==> config.mk <==
export PLATFORM = sky130hd
export DESIGN_NAME = prog_down_timer
export DESIGN_NICKNAME = d
export VERILOG_FILES = /design/src/rtl/timer_pkg.sv /design/src/rtl/tick_gen.sv /design/src/rtl/prog_down_timer.sv
export SDC_FILE = /design/constraint.sdc
export NUM_CORES = 1
export LEC_CHECK = 0
export BUFFER_PORTS_ARGS = -buffer_cell sky130_fd_sc_hd__clkbuf_2
export CAP_MARGIN = 10
export CORE_ASPECT_RATIO = 0.6
export CORE_MARGIN = 1
export CORE_UTILIZATION = 35
export DETAILED_ROUTE_END_ITERATION = 8
export PLACE_DENSITY = 0.64
export RECOVER_POWER = 50
export SYNTH_ARGS = -nofsm -noshare
export SYNTH_HDL_FRONTEND = slang
export SYNTH_SLANG_ARGS = --single-unit
export TNS_END_PERCENT = 5
==> constraint.sdc <==
create_clock -name clk -period 3.6 [get_ports clk]
set_clock_uncertainty 0.05 [all_clocks]
set_input_delay 0.72 -clock clk [delete_from_list [all_inputs] [get_ports clk]]
set_output_delay 0.72 -clock clk [all_outputs]
set_load 0.02 [all_outputs]
==> src/rtl/timer_pkg.sv <==
// Shared types and constants for the programmable down-timer.
package timer_pkg;

    typedef enum logic [1:0] {
        IDLE  = 2'd0,
        RUN   = 2'd1,
        PAUSE = 2'd2
    } timer_state_t;

    localparam logic MODE_ONESHOT = 1'b0;
    localparam logic MODE_RELOAD  = 1'b1;

endpackage

==> src/rtl/tick_gen.sv <==
// Prescaler: emits a one-cycle tick every PRESCALE enabled cycles.
module tick_gen #(
    parameter int PRESCALE = 100000
) (
    input  logic clk,
    input  logic reset,
    input  logic en,
    input  logic clr,
    output logic tick
);

    localparam int W = (PRESCALE > 1) ? $clog2(PRESCALE) : 1;
    localparam logic [W-1:0] LAST = W'(PRESCALE - 1);

    logic [W-1:0] cnt_reg;

    // With PRESCALE=1 the terminal value is 0, so the counter never leaves 0 and tick follows en.
    assign tick = en && (cnt_reg == LAST);

    always_ff @(posedge clk) begin
        if (reset || clr) begin
            cnt_reg <= '0;
        end else if (en) begin
            if (cnt_reg == LAST) begin
                cnt_reg <= '0;
            end else begin
                cnt_reg <= cnt_reg + W'(1);
            end
        end
    end

endmodule

==> src/rtl/prog_down_timer.sv <==
// Programmable down-timer with one-shot/auto-reload modes, pause, abort and done pulse.
module prog_down_timer
    import timer_pkg::*;
#(
    parameter int WIDTH    = 16,
    parameter int PRESCALE = 100000
) (
    input  logic             clk,
    input  logic             reset,
    input  logic             start,
    input  logic [WIDTH-1:0] load_val,
    input  logic             mode,
    input  logic             pause,
    input  logic             abort,
    output logic [WIDTH-1:0] count,
    output logic             busy,
    output logic             done
);

    timer_state_t     state_reg,  state_next;
    logic [WIDTH-1:0] count_reg,  count_next;
    logic [WIDTH-1:0] reload_reg, reload_next;
    logic             mode_reg,   mode_next;
    logic             done_reg,   done_next;
    logic             tick;
    logic             tick_en;

    // Prescaler only advances in cycles where nothing outranks the tick.
    assign tick_en = (state_reg != IDLE) && !pause && !abort && !start;

    tick_gen #(
        .PRESCALE(PRESCALE)
    ) u_tick_gen (
        .clk  (clk),
        .reset(reset),
        .en   (tick_en),
        .clr  (start || abort),
        .tick (tick)
    );

    always_ff @(posedge clk) begin
        if (reset) begin
            state_reg  <= IDLE;
            count_reg  <= '0;
            reload_reg <= '0;
            mode_reg   <= MODE_ONESHOT;
            done_reg   <= 1'b0;
        end else begin
            state_reg  <= state_next;
            count_reg  <= count_next;
            reload_reg <= reload_next;
            mode_reg   <= mode_next;
            done_reg   <= done_next;
        end
    end

    always_comb begin
        state_next  = state_reg;
        count_next  = count_reg;
        reload_next = reload_reg;
        mode_next   = mode_reg;
        done_next   = 1'b0;
        if (abort) begin
            state_next = IDLE;
            count_next = '0;
        end else if (start) begin
            reload_next = load_val;
            mode_next   = mode;
            count_next  = load_val;
            // A zero start value terminates immediately, even in auto-reload.
            if (load_val == '0) begin
                state_next = IDLE;
                done_next  = 1'b1;
            end else begin
                state_next = RUN;
            end
        end else if (state_reg != IDLE) begin
            if (pause) begin
                state_next = PAUSE;
            end else begin
                state_next = RUN;
                if (tick) begin
                    if (count_reg > WIDTH'(1)) begin
                        count_next = count_reg - WIDTH'(1);
                    end else begin
                        done_next = 1'b1;
                        if (mode_reg == MODE_RELOAD) begin
                            count_next = reload_reg;
                        end else begin
                            count_next = '0;
                            state_next = IDLE;
                        end
                    end
                end
            end
        end
    end

    assign count = count_reg;
    assign busy  = (state_reg != IDLE);
    assign done  = done_reg;

endmodule
Word level (Yosys, flattened, before mapping)
Cells that the tools add are included.
{ "op_classes": {"add_sub_neg": 2, "order_cmp": 1, "eq_ne": 2, "muxes": 20, "bitwise_logic": 1, "reduce_logical": 16} }
{ "ops": {"columns": ["cell", "n"], "rows": [
  ["$mux 16", 6],
  ["$add 17x1->17 const B", 1],
  ["$eq 17x17->1 const B", 1],
  ["$mux 17", 1],
  ["$gt 16x1->1 const B", 1],
  ["$logic_not 16->1", 1],
  ["$sub 16x1->16 const B", 1],
  ["$mux 1", 10],
  ["$mux 2", 3],
  ["$reduce_bool 2->1", 3],
  ["$logic_and 1x1->1", 4],
  ["$logic_not 1->1", 3],
  ["$reduce_and 3->1", 1],
  ["$logic_or 1x1->1", 2],
  ["$ne 2x2->1 const B", 1],
  ["$reduce_and 2->1", 1],
  ["$reduce_or 2->1", 1],
  ["$not 1->1", 1]
]} }
{ "totals": {"reg_bits": 53, "inputBits": 22, "elab_cells": 48} }

Logic depth before layout (Yosys ltp)
Gate-level depths: netlist of the first run.
{ "logic_depth": {"depth_word": 9, "mapped_depth": 9, "ltp_nobuf": 7} }

Cells and area by module
A second synthesis of the first run with hierarchy kept.
{ "unflattened": {"cells_unflattened": 352, "hier_area_um2": 2793.9} }
{ "by_module_without_submodules": {"columns": ["mod", "instances", "cells_each", "area_per_inst_um2", "seq_area_each_um2"], "rows": [
  ["prog_down_timer", 1, 260, 1993.2, 720.7],
  ["tick_gen", 1, 92, 800.8, 340.3]
]} }

Worst setup path after synthesis of the first run
OpenSTA, ideal clock, no wires.
{ "synth_path": {"path_type": "input port to flip-flop", "startpoint": "input port start", "endpoint": "register count_reg[7] (netlist: count[7])", "setup_ns": 0.086, "arrival_ns": 2.345, "t_required_ns": 3.464, "slack_ns": 1.119, "path_stages": 7, "path_cell_list": "or2_1 or4_1 clkbuf_1 o21ai_2 buf_2 o211ai_1 a211oi_1"} }
{ "synth_between": {"elab_chain_cells": 5, "word_cells_on_any_way": 8, "cone_classes": "eq/ne (1); mux (1); reduce/logical (6)"} }
{ "synth_lines": {"columns": ["item", "line_no", "source"], "rows": [
  ["start, declared", "prog_down_timer.sv:10", "input logic start,"],
  ["$logic_not 1->1", "prog_down_timer.sv:29", "assign tick_en = (state_reg != IDLE) && !pause && !abort && !start;"],
  ["$logic_and 1x1->1", "prog_down_timer.sv:29", null],
  ["$logic_and 1x1->1", "tick_gen.sv:18", "assign tick = en && (cnt_reg == LAST);"],
  ["$reduce_bool 2->1 (no line)", null, null],
  ["$reduce_and 3->1 (no line)", null, null],
  ["end signal, assigned", "prog_down_timer.sv:50", "count_reg <= count_next;"],
  ["end, declared", "prog_down_timer.sv:21", "logic [WIDTH-1:0] count_reg, count_next;"]
]} }
Parallel ways exist; a longest one is shown, timed or not.
A chain may end at the register's enable or synchronous reset.

Final worst setup path of the first run
{ "layout_path": {"startpoint": "register count_reg[0] (netlist: count[0])", "endpoint": "register count_reg[12] (netlist: count[12])"} }
{ "layout_between": {"elab_chain_cells": 6, "word_cells_on_any_way": 7, "cone_classes": "add/sub (1); order compare (1); mux (5)"} }
{ "layout_lines": {"columns": ["item", "line_no", "source"], "rows": [
  ["$sub 16x1->16 / $gt 16x1->1 (equally long branches)", "prog_down_timer.sv:84, prog_down_timer.sv:83", null],
  ["$mux 16 *", "prog_down_timer.sv:83", "if (count_reg > WIDTH'(1)) begin"],
  ["$mux 16 *", "prog_down_timer.sv:82", "if (tick) begin"],
  ["$mux 16 *", "prog_down_timer.sv:78", "if (pause) begin"],
  ["$mux 16 *", "prog_down_timer.sv:77", "end else if (state_reg != IDLE) begin"],
  ["$mux 16 *", "prog_down_timer.sv:66", "end else if (start) begin"]
]} }
Every way passes the cells marked *; elsewhere a longest branch is shown, timed or not. The select of a mux whose other input is x is not followed.

==> flow_metrics.env, run 1 <==
export IMPL_synth_edff_count=0
export IMPL_syn_inst=391
export IMPL_design_die_area_um2=8952
export IMPL_postCtsSetupBuffers=0
export IMPL_setup_violations=0
export IMPL_max_freq_mhz=375.9
export IMPL_min_path_cells=2
export IMPL_cts_buffers=5
export IMPL_status="finished, final reports clean"
export IMPL_synth_area_leaders="dfxtp_1 35%, nand2_1 7.5%, nor2_1 4.6%, a21oi_1 4.5%, nor4_1 4.0%"
export IMPL_place_gp_congestion=0.8898
export IMPL_clk_pin_slew_ns=0.07
export IMPL_syn_to_final_growth_pct=14.27
export IMPL_synth_net_count=416
export IMPL_slew_viol_final=0
export IMPL_seq_area_frac_synth_pct=35.39
export IMPL_min_path_type="flop to flop"
export IMPL_cp_max_fo=8
export IMPL_largest_reg_flops=17
export IMPL_fin_ws_ns=0.9400
export IMPL_wl_mm=9.605
export IMPL_critPathLaunchType="flop"
export IMPL_gr_total_overflow=0
export IMPL_grt_pass1_vias=2783
export IMPL_rows=25
export IMPL_coreArea_um2=8070
export IMPL_holdBufCountCts=0
export IMPL_cp_end_kind="flop"
export IMPL_crit_arrival_ns=2.83
export IMPL_die_y_um=73.69
export IMPL_synth_warning_count=0
export IMPL_synth_top_area_share_pct=35.39
export IMPL_worstHoldStart="reload_reg[6]"
export IMPL_clock_sinks=53
export IMPL_p_leak_uw=0.001138
export IMPL_drc_errors=0
export IMPL_nets=444
export IMPL_syn_area_per_cell_um2=7.667
export IMPL_via_count=3234
export IMPL_holdWs_ns=0.4073
export IMPL_final_hold_viol_count=0
export IMPL_antenna_left=0
export IMPL_grt_pass1_wl_mm=15.03
export IMPL_synth_seq_cells=53
export IMPL_via_per_inst=6.125
export IMPL_antenna_found_initial=0
export IMPL_htreeDepth=2
export IMPL_drtIter0Drc=446
export IMPL_port_buffers=39
export IMPL_nFillCells=845
export IMPL_place_ws_ns=0.7419
export IMPL_relSlewSlack_pct=27.50
export IMPL_root_buffer="clkbuf_16"
export IMPL_ctsResizeCount=0
export IMPL_timing_setup_tns_ns=0
export IMPL_r2r_start="count[0]"
export IMPL_total_power_uw=1448
export IMPL_pwr_density_cell_nw_per_um2=422.7
export IMPL_start_util_pct=37.15
export IMPL_grt_max_degree=23
export IMPL_synth_area_leader_cell="dfxtp_1"
export IMPL_wl_per_cell_um=18.19
export IMPL_hold_end="reload_reg[6]"
export IMPL_synth_ff_type="dfxtp_1"
export IMPL_period_share_pct=73.89
export IMPL_ys_types=57
export IMPL_worstRegToRegCells=7
export IMPL_worstMarginPinSlew_ns=1.083
export IMPL_r2r_end="count[12]"
export IMPL_async_flop_share_pct=0
export IMPL_ios=40
export IMPL_cts_tree="yes"
export IMPL_post_dp_hpwl_mm=7.172
export IMPL_clockBufferDepth=2
export IMPL_ff2ff_setup_slack_ns=0.94
export IMPL_layout_min_cycle_time_ns=2.660
export IMPL_peakVddDrop_mv=0.1798
export IMPL_synth_cell_area_um2=2998
export IMPL_die_width_um=121.5
export IMPL_grt_setup_unrepaired="no"
export IMPL_path_class="flop to flop"
export IMPL_maxCapViolCount=0
export IMPL_diodes=0
export IMPL_drive_gt1_share_pct=10.48
export IMPL_grt_usage_pct=22.11
export IMPL_critPathRequiredTime_ns=3.77
export IMPL_worstSkewPairLatency_ns=0.30
export IMPL_dr_pass1_iters=8
[layer usage]
| layer | vias up | wire length (µm) | global-route usage, % |
|---|---|---|---|
| met3 | 16 | 1128 | 6.522 |
| met5 | - | 0 | 0 |
| met4 | 0 | 114 | 5.624 |
| li1 | 1488 | - | - |
| met1 | 1520 | 4806 | 34.05 |
| met2 | 210 | 3555 | 28.72 |
[cell type report]
class | instances | area (µm²) | share of cell area [%]
Timing Repair Buffer | 46 | 224.0 | 6.538
Sequential cell | 53 | 1061 | 30.97
Tap cell | 108 | 135.1 | 3.944
Clock buffer | 7 | 142.6 | 4.164
Multi-Input combinational cell | 303 | 1795 | 52.41
Clock inverter | 1 | 30.03 | 0.8766
Inverter | 10 | 37.54 | 1.096
[cell usage after synthesis, drive strengths merged, types with 4 or more instances]
library cell  instances
nand2                60
dfxtp                53
nor2                 37
a21oi                27
clkbuf               22
nor4                 20
nor3                 15
xnor2                12
o21ai                11
inv                  10
nand3                10
nand2b                8
and2                  7
nand4                 7
or4                   7
a221oi                5
or2                   5
xor2                  5
a211oi                4
and3                  4
o211ai                4
o31a                  4
[how the worst max path moves through the flow]
stage	slack, ns	end	startpoint	depth (start not counted)
2_1_floorplan	1.12	count[7]	start	7
5_1_grt	0.79	u_tick_gen.cnt_reg[0]	reset	5
6_report	0.94	count[12]	count[0]	7
4_1_cts	1.04	count[12]	count[0]	7
3_5_place_dp	0.74	count[13]	start	7
3_3_place_gp	0.78	count[7]	start	7
[where the power goes]
group | leakage, µW | total [µW] | internal (µW) | switching [µW]
Combinational | 0.000622 | 253 | 83.7 | 169
Clock | 0.0000841 | 568 | 348 | 220
Sequential | 0.000431 | 627 | 604 | 23.5
[critical path: stages, from the launching register on]
cell	delay [ns]
dfxtp_1	0.39
inv_1	0.09
ha_1	0.26
or3b_2	0.57
or4_1	0.51
a2111oi_0	0.47
nor3_1	0.12
o22ai_1	0.13
[kinds of logic (layout without fill, tap and decap cells)]
| family | Yosys count | after routing | share of synthesized area [%] |
|---|---|---|---|
| adders and majority gates | 3 | 3 | 1.252 |
| muxes | 1 | 1 | 0.3339 |
| xor gates and xnor gates | 17 | 17 | 4.967 |
| AOI/OAI and AO/OA | 86 | 86 | 19.78 |
| DFF | 53 | 53 | 35.39 |
| buffers and inverters | 35 | 64 | 4.716 |
| and+or+nand+nor | 196 | 196 | 33.56 |
[stage by stage]
| step | instances | area, µm² | utilization, % |
|---|---|---|---|
| after CTS | 528 | 3450 | 42.74 |
| final | 528 | 3426 | 42.45 |
| after detailed placement | 520 | 3277 | 40.60 |
| after global routing | 528 | 3426 | 42.45 |
| after global placement | 520 | 3277 | 40.60 |
| after floorplan | 391 | 2998 | - |
[layout by cell type, fill, tap and decap left out, drive strengths merged, types with 4 or more instances in the layout]
cell     n
nor3    15
or4      7
xnor2   12
nand2b   8
and2     7
inv     10
clkbuf  46
or2      5
dfxtp   53
buf      7
nor4    20
nand4    7
nand2   60
a221oi   5
o21ai   11
a21oi   27
and3     4
o211ai   4
a211oi   4
nand3   10
o31a     4
nor2    37
xor2     5
No activity file was read; power rests on OpenSTA's default activity.
==> run 2: changes to the inputs <==
==> constraint.sdc (replaced) <==
create_clock -name clk -period 2.5 [get_ports clk]
set_clock_uncertainty 0.05 [all_clocks]
set_input_delay 0.5 -clock clk [delete_from_list [all_inputs] [get_ports clk]]
set_output_delay 0.5 -clock clk [all_outputs]
set_load 0.02 [all_outputs]
==> run 2 against run 1 <==
Against the previous run: register-to-register slack worse by 0.80 ns; die area unchanged; core utilization grew 1.7 points; non-clock buffer count increased by 18; largest power group unchanged.
==> flow_metrics.env, run 2 (synthesis results as in run 1) <==
export IMPL_setup_violations=0
export IMPL_wl_per_cell_um=17.88
export IMPL_switching_share_pct=29.38
export IMPL_relSlewSlack_pct=26.54
export IMPL_postCtsSetupBuffers=0
export IMPL_period_share_pct=94.55
export IMPL_drtIter0Drc=403
export IMPL_cp_max_fo=13
export IMPL_nFillCells=849
export IMPL_cts_tree="yes"
export IMPL_cpPeakStageDelay_ns=0.54
export IMPL_min_path_type="input port to flop"
export IMPL_crit_arrival_ns=2.51
export IMPL_max_freq_mhz=423.0
export IMPL_internal_power_uw=1436
export IMPL_drc_errors=0
export IMPL_grt_setup_unrepaired="no"
export IMPL_worstPathCellList="inv_1 > ha_1 > or2_2 > and3_1 > nand2_1 > o31a_1 > o21a_1"
export IMPL_nets=462
export IMPL_grt_pass1_wl_mm=15.49
export IMPL_slew_viol_final=0
export IMPL_timing_setup_tns_ns=0
export IMPL_wl_mm=9.761
export IMPL_pwr_density_cell_nw_per_um2=571.0
export IMPL_via_count=3175
export IMPL_grt_usage_pct=22.80
export IMPL_mostFrequentLayoutCells="60 x nand2_1, 53 x dfxtp_1, 37 x nor2_1"
export IMPL_wl_met1_mm=4.722
export IMPL_path_delay_family="simple AND/OR/NAND/NOR gates"
export IMPL_clock_power_share_pct=36.7
export IMPL_root_buffer="clkbuf_16"
export IMPL_start_util_pct=37.15
export IMPL_worstHoldStart="mode"
export IMPL_grt_max_degree=23
export IMPL_cp_end_kind="flop"
export IMPL_diodes=0
export IMPL_coreArea_um2=8070
export IMPL_critPathLaunchType="flop"
export IMPL_holdBufCountCts=0
export IMPL_clockBufferDepth=2
export IMPL_via_per_inst=5.815
export IMPL_gr_total_overflow=0
export IMPL_syn_to_final_growth_pct=18.82
export IMPL_ff2ff_setup_slack_ns=0.14
export IMPL_wl_met3_mm=1.098
export IMPL_worstMarginPinSlew_ns=1.098
export IMPL_layout_min_cycle_time_ns=2.364
export IMPL_p_leak_uw=0.001228
export IMPL_route_met2_wl_mm=3.881
export IMPL_cts_buffers=5
export IMPL_clock_sinks=53
export IMPL_grt_pass1_vias=2865
export IMPL_critPathBufInv=1
export IMPL_largest_reg_flops=17
export IMPL_min_path_cells=3
export IMPL_port_buffers=39
export IMPL_peakVddDrop_mv=0.2435
export IMPL_r2r_end="state_reg[0]"
export IMPL_die_y_um=73.69
export IMPL_ios=40
export IMPL_netSwitchingPower_uw=597.6
export IMPL_power_share_sequential_pct=43.9
export IMPL_comb_power_share_pct=19.4
export IMPL_final_hold_viol_count=0
export IMPL_die_width_um=121.5
export IMPL_htreeDepth=2
export IMPL_drive_gt1_share_pct=14.61
export IMPL_design_die_area_um2=8952
export IMPL_crit_slowest_cell="and3_1"
export IMPL_path_class="flop to flop"
export IMPL_worstSkewPairLatency_ns=0.30
export IMPL_critPathRequiredTime_ns=2.65
export IMPL_antenna_left=0
export IMPL_antenna_found_initial=0
export IMPL_highest_layer="met4"
export IMPL_r2r_start="count[1]"
export IMPL_status="finished, final reports clean"
export IMPL_maxCapViolCount=0
export IMPL_post_dp_hpwl_mm=7.352
export IMPL_final_common_cell="nand2_1"
export IMPL_clk_pin_slew_ns=0.07
export IMPL_worstRegToRegCells=7
export IMPL_place_gp_congestion=0.8933
export IMPL_rows=25
export IMPL_dr_pass1_iters=5
export IMPL_hold_end="mode_reg"
export IMPL_total_power_uw=2034
[run 2: cell types whose count changed in the layout (fill, tap and decap cells not counted)]
cell,previous run,this run
buf_12,0,1
clkbuf_1,20,19
clkbuf_2,20,21
a2111oi_2,0,1
clkinv_2,0,1
buf_4,7,23
bufinv_16,1,0
clkbuf_8,1,2
a2111oi_0,1,0
[run 2: how the worst max path moves through the flow]
| stage | start | endpoint | slack, ns | cells after the start |
|---|---|---|---|---|
| 3_5_place_dp | count[1] | count[12] | 0.11 | 7 |
| 3_3_place_gp | count[1] | count[12] | 0.15 | 7 |
| 5_1_grt | count[1] | count[12] | 0.01 | 7 |
| 4_1_cts | count[1] | count[12] | 0.09 | 7 |
| 2_1_floorplan | count[7] | count[15] | 0.14 | 6 |
| 6_report | count[1] | state_reg[0] | 0.14 | 7 |
[run 2: routing by layer]
| layer | global-route usage, % | up-vias |
|---|---|---|
| met5 | 0 | - |
| met4 | 4.527 | 0 |
| met2 | 31.25 | 175 |
| li1 | - | 1519 |
| met1 | 35.44 | 1472 |
| met3 | 4.891 | 9 |
[run 2: final cells by class]
class / count / area (µm²) / area share, %
Multi-Input combinational cell: 303 / 1802 / 50.58
Sequential cell: 53 / 1061 / 29.79
Timing Repair Buffer: 64 / 369.1 / 10.36
Clock buffer: 7 / 152.6 / 4.285
Tap cell: 108 / 135.1 / 3.793
Inverter: 10 / 37.54 / 1.054
Clock inverter: 1 / 5.005 / 0.1405
[run 2: timing repair]
action / CTS / global route
hold endpoints to repair: 0 / 0
endpoints found under the setup margin: 0 / 1
gates resized for setup: 0 / 2
[run 2: per-stage QoR]
stage	hold slack [ns]	setup slack [ns]	std cells	cell area (µm²)	util (%)
4_1_cts	0.3722	0.08823	546	3582	44.39
3_5_place_dp	0.3993	0.1073	538	3425	42.43
3_3_place_gp	0.3949	0.1457	538	3425	42.43
5_1_grt	0.3965	0.01298	546	3562	44.14
6_report	0.3695	0.1362	546	3562	44.14
2_1_floorplan	0.3817	0.1362	391	2998	-
[run 2: tightest hold or removal path, cell delays in order]
cell and delay, ns:
clkbuf_2 0.08, nand2_1 0.05, a21oi_1 0.05
[run 2: power by group through the flow]
stage | Sequential [µW] | Combinational [µW] | Clock [µW]
6_report | 893 | 395 | 746
5_1_grt | 896 | 425 | 806
4_1_cts | 892 | 384 | 763
3_5_place_dp | 912 | 382 | 0
3_3_place_gp | 912 | 381 | 0
2_1_floorplan | 923 | 235 | 0
==> run 3: changes to the inputs <==
--- a/config.mk
+++ b/config.mk
@@ -5,12 +5,15 @@
 export SDC_FILE = /design/constraint.sdc
 export NUM_CORES = 1
 export LEC_CHECK = 0
+export ABC_AREA = 1
 export BUFFER_PORTS_ARGS = -buffer_cell sky130_fd_sc_hd__clkbuf_2
 export CAP_MARGIN = 10
 export CORE_ASPECT_RATIO = 0.6
 export CORE_MARGIN = 1
 export CORE_UTILIZATION = 35
+export CTS_BUF_LIST = sky130_fd_sc_hd__clkbuf_4 sky130_fd_sc_hd__clkbuf_8 sky130_fd_sc_hd__clkbuf_16
 export DETAILED_ROUTE_END_ITERATION = 8
+export GPL_ROUTABILITY_DRIVEN = 0
 export PLACE_DENSITY = 0.64
 export RECOVER_POWER = 50
 export SYNTH_ARGS = -nofsm -noshare
==> run 3 against run 2 <==
Against the previous run: clock power decreased by 3.8%; critical path depth unchanged; non-clock buffer count decreased by 21.
==> flow_metrics.env, run 3 <==
export IMPL_final_common_cell="nand2_1"
export IMPL_timing_setup_tns_ns=0
export IMPL_synth_area_leaders="dfxtp_1 33%, nand2_1 14%, nor2_1 9.9%, inv_1 6.4%, nand3_1 5.0%"
export IMPL_wl_mm=9.485
export IMPL_syn_area_per_cell_um2=6.308
export IMPL_synth_net_count=535
export IMPL_slew_viol_final=0
export IMPL_port_buffers=39
export IMPL_drive_gt1_share_pct=10.04
export IMPL_root_buffer="clkbuf_16"
export IMPL_critPathLaunchType="input port"
export IMPL_worstMarginPinSlew_ns=0.6126
export IMPL_htreeDepth=2
export IMPL_start_util_pct=36.90
export IMPL_design_die_area_um2=9591
export IMPL_synth_most_common_cell="nand2_1"
export IMPL_synth_cell_area_um2=3217
export IMPL_critPathRequiredTime_ns=2.62
export IMPL_clockBufferDepth=2
export IMPL_cp_end_kind="flop"
export IMPL_crit_start="start"
export IMPL_ios=40
export IMPL_syn_to_final_growth_pct=13.07
export IMPL_period_share_pct=86.84
export IMPL_post_dp_hpwl_mm=7.519
export IMPL_crit_arrival_ns=2.29
export IMPL_clk_pin_slew_ns=0.07
export IMPL_comb_power_share_pct=18.7
export IMPL_mostFrequentLayoutCells="116 x nand2_1, 85 x nor2_1, 56 x inv_1"
export IMPL_postCtsSetupBuffers=0
export IMPL_fin_area_um2=3637
export IMPL_p_leak_uw=0.001591
export IMPL_final_hold_viol_count=0
export IMPL_rows=26
export IMPL_setup_violations=0
export IMPL_synth_area_leader_cell="dfxtp_1"
export IMPL_die_width_um=125.8
export IMPL_synth_edff_count=0
export IMPL_grt_max_degree=23
export IMPL_grt_setup_unrepaired="no"
export IMPL_status="finished, final reports clean"
export IMPL_worstHoldStart="pause"
export IMPL_cp_max_fo=19
export IMPL_synth_top_area_share_pct=32.98
export IMPL_drc_errors=0
export IMPL_relSlewSlack_pct=58.79
export IMPL_nFillCells=910
export IMPL_worstSkewPairLatency_ns=0.29
export IMPL_dr_pass1_iters=5
export IMPL_r2r_start="u_tick_gen.cnt_reg[0]"
export IMPL_grt_pass1_vias=3123
export IMPL_holdBufCountCts=0
export IMPL_clock_power_share_pct=35.9
export IMPL_via_per_inst=5.276
export IMPL_via_count=3482
export IMPL_synth_seq_cells=53
export IMPL_cts_tree="yes"
export IMPL_largest_reg_flops=17
export IMPL_syn_inst=510
export IMPL_grt_pass1_wl_mm=15.55
export IMPL_nets=573
export IMPL_coreArea_um2=8718
export IMPL_switching_share_pct=29.93
export IMPL_max_freq_mhz=460.6
export IMPL_peakVddDrop_mv=0.3193
export IMPL_netSwitchingPower_uw=598.3
export IMPL_ctsResizeCount=0
export IMPL_wl_per_cell_um=14.37
export IMPL_antenna_found_initial=0
export IMPL_synth_common_cells="116 x nand2_1, 85 x nor2_1, 55 x inv_1"
export IMPL_grt_usage_pct=20.62
export IMPL_async_flop_share_pct=0
export IMPL_seq_area_frac_synth_pct=32.98
export IMPL_gr_total_overflow=0
export IMPL_cts_buffers=5
export IMPL_synth_warning_count=0
export IMPL_min_path_type="input port to flop"
export IMPL_maxCapViolCount=0
export IMPL_antenna_left=0
export IMPL_path_class="input port to flop"
export IMPL_synth_ff_type="dfxtp_1"
export IMPL_layout_min_cycle_time_ns=2.171
export IMPL_power_share_sequential_pct=45.3
export IMPL_clock_sinks=53
export IMPL_diodes=0
export IMPL_post_dp_cell_area_um2=3518
export IMPL_ys_types=36
export IMPL_pwr_density_cell_nw_per_um2=549.6
export IMPL_internal_power_uw=1401
export IMPL_drtIter0Drc=304
export IMPL_die_y_um=76.26
[run 3: layer usage]
layer	up-vias	part of all wire [%]	global-route usage, %
li1	1734	-	-
met3	8	12	8.497
met4	0	0.80	4.337
met1	1586	52	31.17
met5	-	0	0
met2	154	36	26.22
[run 3: cell type report]
cell class	count	area [µm²]	area share, %
clock buffers	7	146.4	4.025
inverters	63	237.7	6.536
multi-input cells	382	1854	50.98
flip-flops and latches	53	1061	29.17
well taps	112	140.1	3.853
repair buffers	43	197.7	5.435
[run 3: final timing paths]
path / to / slack [ns] / depth (start not counted)
worst max-delay path: reload_reg[10] / 0.33 / 7
worst min-delay path: state_reg[1] / 0.42 / 3
worst max register to register: count[14] / 0.48 / 11
worst min register to register: reload_reg[10] / 0.43 / 2
[run 3: critical path, cell delays in order]
cell and delay (ns):
clkbuf_1 0.41, inv_1 0.45, nor2_2 0.17, buf_4 0.22, inv_1 0.23, o21ai_0 0.23
a21oi_1 0.06
[run 3: power by group through the flow]
stage / sequential (µW) / combinational [µW] / clock (µW)
finish: 906 / 375 / 718
global route: 909 / 423 / 765
CTS: 906 / 373 / 729
detailed placement: 925 / 372 / 0
global placement: 925 / 369 / 0
floorplan: 930 / 252 / 0
[run 3: cell families after synthesis]
family	synth area share, %
simple gates	40.92
flops	32.98
compound gates	12.21
mux	0.6224
fa+ha+maj	1.167
xor+xnor	2.723
buf+inv	9.373
[run 3: per-stage QoR]
| stage | hold WS (ns) | util (%) | worst slack, ns | cells | total power, µW |
|---|---|---|---|---|---|
| after floorplan | 0.3796 | - | 0.8123 | 510 | 1183 |
| after global placement | 0.3982 | 40.36 | 0.4897 | 653 | 1293 |
| after detailed placement | 0.4145 | 40.36 | 0.4470 | 653 | 1296 |
| after CTS | 0.4162 | 42.04 | 0.5176 | 660 | 2008 |
| after global routing | 0.4145 | 41.72 | 0.2012 | 660 | 2097 |
| final | 0.4187 | 41.72 | 0.3290 | 660 | 1999 |
